`src/rtl/binary_to_bcd_sevenseg_if.sv`:
```
// Conversion request / result bundle between a binary source and the BCD 7-segment converter.
interface binary_to_bcd_sevenseg_if #(
  parameter int DIGITS = 4,
  parameter int WIDTH  = 14
);
  logic                  start;
  logic [WIDTH-1:0]      binin;
  logic                  busy;
  logic                  valid;
  logic                  overflow;
  logic [4*DIGITS-1:0]   bcdout;
  logic [7*DIGITS-1:0]   segments;

  modport master (
    output start, binin,
    input  busy, valid, overflow, bcdout, segments
  );

  modport slave (
    input  start, binin,
    output busy, valid, overflow, bcdout, segments
  );
endinterface

```
`src/rtl/binary_to_bcd_sevenseg.sv`:
```
// Sequential double-dabble binary to BCD converter with registered active-low 7-segment outputs.
// One shift/add-3 step per clock; results land WIDTH+1 cycles after an accepted start.
module binary_to_bcd_sevenseg #(
  parameter int DIGITS        = 4,
  parameter int WIDTH         = 14,
  parameter int BLANK_LEADING = 0
) (
  input  logic                     clock,
  input  logic                     reset,
  binary_to_bcd_sevenseg_if.slave  bus
);
  localparam int BW = 4 * DIGITS;
  localparam int SW = 7 * DIGITS;
  localparam int CW = $clog2(WIDTH + 1);

  function automatic longint unsigned pow10(input int n);
    longint unsigned r;
    r = 1;
    for (int i = 0; i < n; i++) r = r * 10;
    return r;
  endfunction

  localparam longint unsigned MAXV = pow10(DIGITS) - 1;

  generate
    if ((64'd1 << WIDTH) < pow10(DIGITS)) begin : g_width_too_small
      $error("binary_to_bcd_sevenseg: WIDTH too small to cover DIGITS decimal digits");
    end
  endgenerate

  function automatic logic [6:0] decode(input logic [3:0] d);
    case (d)
      4'd0:    decode = 7'b1000000;
      4'd1:    decode = 7'b1111001;
      4'd2:    decode = 7'b0100100;
      4'd3:    decode = 7'b0110000;
      4'd4:    decode = 7'b0011001;
      4'd5:    decode = 7'b0010010;
      4'd6:    decode = 7'b0000010;
      4'd7:    decode = 7'b1111000;
      4'd8:    decode = 7'b0000000;
      4'd9:    decode = 7'b0010000;
      default: decode = 7'b1111111;
    endcase
  endfunction

  // Walk from the top digit down; a digit is blanked while every digit above it is zero.
  function automatic logic [SW-1:0] segs_of(input logic [BW-1:0] bcd);
    logic            lead;
    logic [SW-1:0]   s;
    lead = 1'b1;
    s    = '0;
    for (int i = DIGITS - 1; i >= 0; i--) begin
      lead = lead && (bcd[4*i +: 4] == 4'd0);
      if ((BLANK_LEADING != 0) && lead && (i > 0))
        s[7*i +: 7] = 7'b1111111;
      else
        s[7*i +: 7] = decode(bcd[4*i +: 4]);
    end
    return s;
  endfunction

  typedef enum logic [1:0] {IDLE, SHIFT, LOAD} state_t;

  state_t             state, state_next;
  logic [WIDTH-1:0]   shiftreg;
  logic [BW-1:0]      scratch;
  logic [BW-1:0]      adj;
  logic [CW-1:0]      step;
  logic               ovf_pend;
  logic               valid_q;
  logic               ovf_q;
  logic [BW-1:0]      bcd_q;
  logic [SW-1:0]      seg_q;

  always_ff @(posedge clock or posedge reset) begin
    if (reset) state <= IDLE;
    else       state <= state_next;
  end

  always_comb begin
    state_next = state;
    case (state)
      IDLE:    if (bus.start) state_next = SHIFT;
      SHIFT:   if (step == CW'(1)) state_next = LOAD;
      LOAD:    state_next = IDLE;
      default: state_next = IDLE;
    endcase
  end

  always_comb begin
    adj = scratch;
    for (int i = 0; i < DIGITS; i++)
      if (scratch[4*i +: 4] >= 4'd5) adj[4*i +: 4] = scratch[4*i +: 4] + 4'd3;
  end

  always_ff @(posedge clock or posedge reset) begin
    if (reset) begin
      shiftreg <= '0;
      scratch  <= '0;
      step     <= '0;
      ovf_pend <= 1'b0;
      valid_q  <= 1'b0;
      ovf_q    <= 1'b0;
      bcd_q    <= '0;
      seg_q    <= segs_of('0);
    end else begin
      valid_q <= 1'b0;
      case (state)
        IDLE: begin
          if (bus.start) begin
            shiftreg <= bus.binin;
            scratch  <= '0;
            step     <= CW'(WIDTH);
            ovf_pend <= (64'(bus.binin) > MAXV);
          end
        end
        SHIFT: begin
          // The top scratch bit falls off here; out-of-range inputs are already flagged.
          {scratch, shiftreg} <= {adj[BW-2:0], shiftreg, 1'b0};
          step <= step - CW'(1);
        end
        LOAD: begin
          valid_q <= 1'b1;
          if (ovf_pend) begin
            bcd_q <= {DIGITS{4'h9}};
            ovf_q <= 1'b1;
            seg_q <= {DIGITS{7'b0111111}};
          end else begin
            bcd_q <= scratch;
            ovf_q <= 1'b0;
            seg_q <= segs_of(scratch);
          end
        end
        default: ;
      endcase
    end
  end

  // The valid cycle still counts as busy so the next start lines up with valid falling.
  assign bus.busy     = (state != IDLE) || valid_q;
  assign bus.valid    = valid_q;
  assign bus.overflow = ovf_q;
  assign bus.bcdout   = bcd_q;
  assign bus.segments = seg_q;
endmodule

```
`src/flat_wrapper.sv`:
```
// flat-port wrapper written by rule: the top's interface ports become plain ports
module binary_to_bcd_sevenseg_flat 
#(
  parameter int DIGITS        = 4,
  parameter int WIDTH         = 14,
  parameter int BLANK_LEADING = 0
)
  (clock, reset, bus_start, bus_binin, bus_busy, bus_valid, bus_overflow, bus_bcdout, bus_segments);
  binary_to_bcd_sevenseg_if #(.DIGITS(DIGITS), .WIDTH(WIDTH)) bus_i ();
  input  logic clock;
  input  logic reset;
  input wire logic [$bits(bus_i.start)-1:0] bus_start;
  input wire logic [$bits(bus_i.binin)-1:0] bus_binin;
  output wire logic [$bits(bus_i.busy)-1:0] bus_busy;
  output wire logic [$bits(bus_i.valid)-1:0] bus_valid;
  output wire logic [$bits(bus_i.overflow)-1:0] bus_overflow;
  output wire logic [$bits(bus_i.bcdout)-1:0] bus_bcdout;
  output wire logic [$bits(bus_i.segments)-1:0] bus_segments;
  assign bus_i.start = bus_start;
  assign bus_i.binin = bus_binin;
  assign bus_busy = bus_i.busy;
  assign bus_valid = bus_i.valid;
  assign bus_overflow = bus_i.overflow;
  assign bus_bcdout = bus_i.bcdout;
  assign bus_segments = bus_i.segments;
  binary_to_bcd_sevenseg #(.DIGITS(DIGITS), .WIDTH(WIDTH), .BLANK_LEADING(BLANK_LEADING)) u_core (.clock(clock), .reset(reset), .bus(bus_i));
endmodule
```
`config.mk`:
```
export PLATFORM = sky130hd
export DESIGN_NAME = binary_to_bcd_sevenseg_flat
export DESIGN_NICKNAME = d
export VERILOG_FILES = /design/src/rtl/binary_to_bcd_sevenseg_if.sv /design/src/rtl/binary_to_bcd_sevenseg.sv /design/src/flat_wrapper.sv
export SDC_FILE = /design/constraint.sdc
export NUM_CORES = 1
export LEC_CHECK = 0
export ABC_AREA = 1
export CAP_MARGIN = 40
export CORE_MARGIN = 2
export CORE_UTILIZATION = 49
export CTS_CLUSTER_SIZE = 12
export DETAILED_ROUTE_END_ITERATION = 12
export PLACE_DENSITY = 0.76
export SLEW_MARGIN = 0
export SYNTH_ARGS = -nofsm -noshare
export SYNTH_HDL_FRONTEND = slang
export SYNTH_SLANG_ARGS = --single-unit
```
`constraint.sdc`:
```
create_clock -name clock -period 2.5 [get_ports clock]
set_clock_uncertainty 0.05 [all_clocks]
set_input_delay 0.375 -clock clock [delete_from_list [all_inputs] [get_ports clock]]
set_output_delay 0.375 -clock clock [all_outputs]
set_load 0.02 [all_outputs]
```
==> results by group, run 1 <==
CTS
  – Num Clock Sinks: 83
  – CTS tree: done
  – Skew-Pair Late Insertion Delay: around 0.36 ns
  – H-tree depth: 3
  – Clock buffer count from CTS: 9
  – Clock transition at the registers of the reported paths: roughly 0.080 ns
  – Root Buffer: clkbuf_8
  – Clock Path Buffers: 2
  – Post-CTS Resized: 0
  – Hold_buf cts: 0
  – Post-CTS Setup Repair Bufs: 0

Global routing
  – Global-route wire length before repair: between 15,000 and 20,000 um
  – Number of global-route vias before repair: 3,422
  – Largest net degree at the start of global routing: 36
  – Grt total ovfl: 0
  – GRT Resource Usage Total: 0.196
  – Initial antenna violation count: 0

Floorplan
  – I/O pins: 64
  – Starting density of the core: 0.513
  – Die area: 0.00945 mm^2
  – Rows: 33
  – Die H: between 90 and 100 um
  – Die W: 97.2 um
  – Core Box Area: 0.00830 mm^2

Worst setup path
  – Required @ worst endpoint: approximately 2.1 ns
  – Setup Crit Path Kind: flip-flop to primary output
  – Setup crit start kind: flip-flop
  – Reg2reg path depth: 7
  – Worst path arrival time: 1.62 ns
  – Crit path largest cell delay: 0.54 ns
  – Setup crit end kind: primary output
  – Crit-path cells: nor2_2, nand2_1, clkdlybuf4s50_1
  – CP max stage cell: clkdlybuf4s50_1
  – Crit path max fanout: 3

Final layout
  – FILL cells: 744
  – Share of post-route cells with drive strength above 1: 0.0723
  – Nets: 631
  – Area growth from synthesis to layout: 22.1%
  – Final Non-Filler Cells: 700
  – Diode count: 0

Detailed routing
  – Post-Route WL: ~9000 um
  – Wire per inst: 12.9 um
  – Vias per cell: 5.16
  – Routed Antenna Nets: 0
  – Initial DRC Count: 156
  – Drt first pass iters: 5
  – Vias: 3,611
  – DRC viols: 0

Synth
  – Post-Syn Instances: 534
  – EDFF count, synth: 0
  – Async SR Flop Fraction: 1.00
  – Commonest cells post-synth: 171 x nand2_1, 79 x dfrtp_1, 55 x nand3_1
  – Sequential element share of the synthesized area: 0.489
  – Flops & latches, synth: 83
  – Post-Syn Nets: 574
  – Avg Cell Area, Syn: 7.97 um^2
  – Cell taking the most area after synthesis: dfrtp_1
  – Yosys warning total: 0
  – Most frequent cell after synthesis: nand2_1
  – Post-synthesis cell area: 0.00426 mm^2
  – Area contributors post-synth: dfrtp_1 46%, nand2_1 15%, ha_1 6.8%
  – Ys flop type: dfrtp_1
  – Post-synth top area share: 0.465
  – Count of unique library cells instantiated by Yosys: 23

Placed design
  – Routability cong.: 0.886
  – Place WS: 0.830 ns
  – Port Buffer Count: 63
  – Final HPWL DP: about 6400 um
  – Placed Cells: 685

Timing
  – Unrepaired setup endpoints after global routing: false
  – Fin. max-slew vios: 0
  – Slew margin rel.: 0.602
  – Endpoints failing hold: 0
  – Final Hold Slack: 0.378 ns
  – Post-route minimum period: 2.05 ns
  – Slew @ Worst Pin: a little under 0.6 ns
  – Setup violators final: 0
  – Final period utilization: 0.819
  – Setup TNS: 0 ns
  – Final WS setup: 0.453 ns
  – Max frequency: 489 MHz

Outcome
  – Outcome: complete, no violations

Min path
  – Hold Crit Class: input pin to asynchronous set/reset pin

Power
  – Worst VDD drop: 0.000624 V
  – LEAKAGE: 2.61 nW
  – Pwr dens: 1340 mW/mm^2

Job
  – Max-cap viol count: 0
## per-layer routing
metal / up-vias / part of all wire / GRT usage
met5: - / 0 / 0
met4: 0 / 0.013 / 0.0672
met3: 15 / 0.043 / 0.0396
met2: 89 / 0.48 / 0.330
met1: 1703 / 0.46 / 0.254
li1: 1804 / - / -
## worst max-delay path, delay by kind of cell, from the launching register on
kind | cells | cell delay [ns]
buffers and inverters | 1 | 0.54
flip-flops | 1 | 0.44
AND/OR/NAND/NOR | 2 | 0.29
## registers in the layout, indices dropped and copies added, names as in the netlist
| signal | count |
|---|---|
| u_core.shiftreg | 14 |
| u_core.state | 2 |
| u_core.step | 4 |
| u_core.bus.overflow | 1 |
| u_core.bus.bcdout | 16 |
| u_core.bus.valid | 1 |
| u_core.ovf_pend | 1 |
| u_core.scratch | 16 |
| u_core.bus.segments | 28 |
## placed cells by master (no fill, tap or decap), drive strengths merged
cell type and n:
clkbuf 10, clkdlybuf4s50 63, nor2 54, dfstp 4
ha 23, dfrtp 79, buf 2, clkinvlp 1
clkinv 1, o21bai 4, a21oi 30, o211ai 1
o21ai 31, inv 50, nand3 55, nand2 176
o22ai 1, o21a 1, or2 5, bufinv 4
## where the power goes
group / internal, W / switching [W]
logic: 0.00132 / 0.00195
registers: 0.00191 / 0.000495
clock network: 0.000784 / 0.000475
total: 0.00402 / 0.00292
## cells by family (layout without fill, tap and decap cells)
logic type | count (synthesis) | in the layout | synth area share
and+or+nand+nor | 290 | 290 | 0.283
AOI/OAI and AO/OA | 68 | 68 | 0.0838
adders and majority gates | 23 | 23 | 0.0676
DFF | 83 | 83 | 0.489
buffers and inverters | 70 | 131 | 0.0767
## final cells by class
cell class | instances | area (um^2) | share of cell area
well taps | 105 | 131 | 0.0253
clock inverters | 5 | 125 | 0.0241
repair buffers | 65 | 671 | 0.129
flip-flops and latches | 83 | 2080 | 0.401
inverters | 51 | 200 | 0.0385
multi-input cells | 381 | 1850 | 0.356
clock buffers | 10 | 138 | 0.0265
## worst paths after layout
check	start	endpoint	slack, ns
worst max-delay path	u_core.state[1]	bus_busy	0.45
worst min-delay path	reset	u_core.bus.segments[5]	0.38
worst max register to register	u_core.scratch[4]	u_core.scratch[7]	0.83
worst min register to register	u_core.bus.segments[6]	u_core.bus.segments[6]	0.42
max in group asynchronous	reset	u_core.bus.segments[20]	1.44
min in group clock	u_core.bus.segments[6]	u_core.bus.segments[6]	0.42
## metrics by stage
| stage | total power [W] | area [um^2] | utilization |
|---|---|---|---|
| 2_1_floorplan | 0.00466 | 4260 | - |
| 3_3_place_gp | 0.00558 | 4930 | 0.594 |
| 3_5_place_dp | 0.00568 | 4930 | 0.594 |
| 4_1_cts | 0.00697 | 5190 | 0.626 |
| 5_1_grt | 0.00752 | 5190 | 0.626 |
| 6_report | 0.00693 | 5190 | 0.626 |
Note: power is estimated with default switching activity, not from simulation.
==> run 2, diff against run 1 <==
--- a/config.mk
+++ b/config.mk
@@ -8,10 +8,10 @@
 export ABC_AREA = 1
 export CAP_MARGIN = 40
 export CORE_MARGIN = 2
-export CORE_UTILIZATION = 49
+export CORE_UTILIZATION = 54
 export CTS_CLUSTER_SIZE = 12
 export DETAILED_ROUTE_END_ITERATION = 12
-export PLACE_DENSITY = 0.76
+export PLACE_DENSITY = 0.8
 export SLEW_MARGIN = 0
 export SYNTH_ARGS = -nofsm -noshare
 export SYNTH_HDL_FRONTEND = slang
==> constraint.sdc (replaced) <==
create_clock -name clock -period 2.02 [get_ports clock]
set_clock_uncertainty 0.05 [all_clocks]
set_input_delay 0.303 -clock clock [delete_from_list [all_inputs] [get_ports clock]]
set_output_delay 0.303 -clock clock [all_outputs]
set_load 0.02 [all_outputs]
==> run 2 against run 1 <==
Sequential share of layout area grew 0.22 points. Flip-flop and latch count stayed put. Routed wire length increased by 1.5%. Via count grew 0.80%. Hold slack got worse by 0.056 ns. Clock power is 7% higher. Cell count up 0.14%. Highest routed layer unchanged.
==> results by group, run 2 (synthesis results as in run 1) <==
Timing
  – Unrepaired setup endpoints after global routing: false
  – Fin. max-slew vios: 0
  – Setup violators final: 0
  – Final period utilization: 0.951
  – Post-route minimum period: 1.92 ns
  – Setup TNS: 0 ns
  – Max frequency: 520 MHz
  – Slew @ Worst Pin: between 0.4 and 0.5 ns
  – Slew margin rel.: 0.730
  – Endpoints failing hold: 0

Floorplan
  – Die area: 0.00861 mm^2
  – Die W: 92.8 um
  – Die H: 92.8 um
  – Rows: 32
  – Starting density of the core: 0.554
  – Core Box Area: 0.00769 mm^2
  – I/O pins: 64

CTS
  – H-tree depth: 3
  – Num Clock Sinks: a little over 80
  – Clock transition at the registers of the reported paths: approximately 0.08 ns
  – Root Buffer: clkbuf_8
  – Skew-Pair Late Insertion Delay: 0.36 ns
  – Post-CTS Resized: 0
  – CTS tree: done
  – Post-CTS Setup Repair Bufs: 0
  – Hold_buf cts: 0
  – Clock buffer count from CTS: 9
  – Clock Path Buffers: 2

Placed design
  – Routability cong.: 0.929
  – Placed Cells: between 600 and 700
  – Port Buffer Count: 63
  – Cell Area, Placed: approximately 0.005 mm^2
  – Final HPWL DP: 6380 um

Detailed routing
  – Vias per cell: 5.19
  – Initial DRC Count: 172
  – Vias: 3,640
  – DRC viols: 0
  – Drt first pass iters: 4
  – Post-Route WL: between 9000 and 10,000 um
  – Routed Antenna Nets: 0
  – Wire per inst: 13.1 um

Final layout
  – Nets: 634
  – FILL cells: 662
  – Largest register FFs: 28
  – Commonest cells after routing, fill and taps aside: 171 x nand2_1, 79 x dfrtp_1, 63 x clkdlybuf4s50_1
  – Seq. cell area: 0.00208 mm^2
  – Multi-input gate area: between 0.0015 and 0.002 mm^2
  – Final Non-Filler Cells: 701
  – Area growth from synthesis to layout: 21.4%
  – Most common cell after layout, fill and taps aside: nand2_1
  – Share of post-route cells with drive strength above 1: 0.0768
  – Diode count: 0
  – Final Cell Area: between 0.005 and 0.006 mm^2

Global routing
  – Number of global-route vias before repair: 3,498
  – GRT Resource Usage Total: 0.231
  – Global-route wire length before repair: 15,900 um
  – Grt total ovfl: 0
  – Largest net degree at the start of global routing: 66
  – Initial antenna violation count: 0

Power
  – Worst VDD drop: 0.000682 V
  – LEAKAGE: 2.60 nW
  – Pwr dens: approximately 1600 mW/mm^2

Worst setup path
  – Crit path launch: u_core.state[1]
  – Setup crit start kind: flip-flop
  – Setup crit end kind: primary output
  – Buffers and inverters on the worst path: 1
  – Reg2reg path depth: 7
  – CP top delay family: buffers and inverters
  – Crit. path cell count: 3
  – Crit path max fanout: 3
  – R2r startpoint: u_core.scratch[1]
  – Crit-path cells: nor2_2, nand2_1, clkdlybuf4s50_1
  – Setup Crit Path Kind: flip-flop to primary output
  – Crit path largest cell delay: 0.54 ns
  – Required @ worst endpoint: approximately 1.7 ns
  – Worst path arrival time: 1.57 ns
  – CP max stage cell: clkdlybuf4s50_1

Job
  – Max-cap viol count: 0

Min path
  – Hold Crit Class: input pin to asynchronous set/reset pin

Outcome
  – Outcome: complete, no violations
## run 2: cell types whose count changed in the layout (fill, tap and decap cells not counted), sizes merged
cell	delta
bufinv	-2
clkinvlp	+1
clkbuf	+2
buf	+3
## run 2: cell type report
type                       instances  share of cell area
clock buffer                      12              0.0300
clock inverter                     4              0.0141
inverter                          51              0.0388
multi-input combinational        381               0.358
sequential                        83               0.403
tap                              102              0.0247
timing repair buffer              68               0.132
## run 2: path summary, 6_finish.rpt
kind	end	slack [ns]
worst max-delay path	bus_busy	0.1
worst min-delay path	u_core.bus.segments[5]	0.32
worst max register to register	u_core.scratch[3]	0.37
worst min register to register	u_core.bus.segments[6]	0.43
max in group asynchronous	u_core.bus.segments[27]	1.25
min in group clock	u_core.bus.segments[6]	0.43
## run 2: tightest hold or removal path: cells and delay by family
family / cells / cell delay (ns)
buffers and inverters: 3 / 0.80
## run 2: where the power goes
part	switching, W	internal (W)	leakage (nW)	total, W
Combinational	0.00249	0.00165	1.50	0.00414
Sequential	0.000582	0.00237	0.988	0.00295
Clock	0.000588	0.000762	0.113	0.00135
Total	0.00366	0.00478	2.60	0.00844
## run 2: routing by layer
layer | GRT usage | share of wire | vias to the layer above
li1 | - | - | 1811
met1 | 0.305 | 0.45 | 1712
met2 | 0.375 | 0.48 | 105
met3 | 0.0391 | 0.054 | 12
met4 | 0.103 | 0.019 | 0
met5 | 0 | 0 | -
## run 2: metrics by stage
| step | utilization | power [W] | hold WS, ns | worst slack (ns) |
|---|---|---|---|---|
| 2_1_floorplan | - | 0.00577 | 0.370 | 0.612 |
| 3_3_place_gp | 0.642 | 0.00692 | 0.410 | 0.491 |
| 3_5_place_dp | 0.642 | 0.00706 | 0.409 | 0.440 |
| 4_1_cts | 0.672 | 0.00846 | 0.334 | 0.0942 |
| 5_1_grt | 0.672 | 0.00916 | 0.360 | 0.0484 |
| 6_report | 0.672 | 0.00844 | 0.322 | 0.0985 |
==> run 3, diff against run 2 <==
--- a/config.mk
+++ b/config.mk
@@ -12,6 +12,7 @@
 export CTS_CLUSTER_SIZE = 12
 export DETAILED_ROUTE_END_ITERATION = 12
 export PLACE_DENSITY = 0.8
+export SKIP_LAST_GASP = 1
 export SLEW_MARGIN = 0
 export SYNTH_ARGS = -nofsm -noshare
 export SYNTH_HDL_FRONTEND = slang
==> results of run 3 <==
Same layout as run 2: the final DEF is identical, and so are final timing and power.
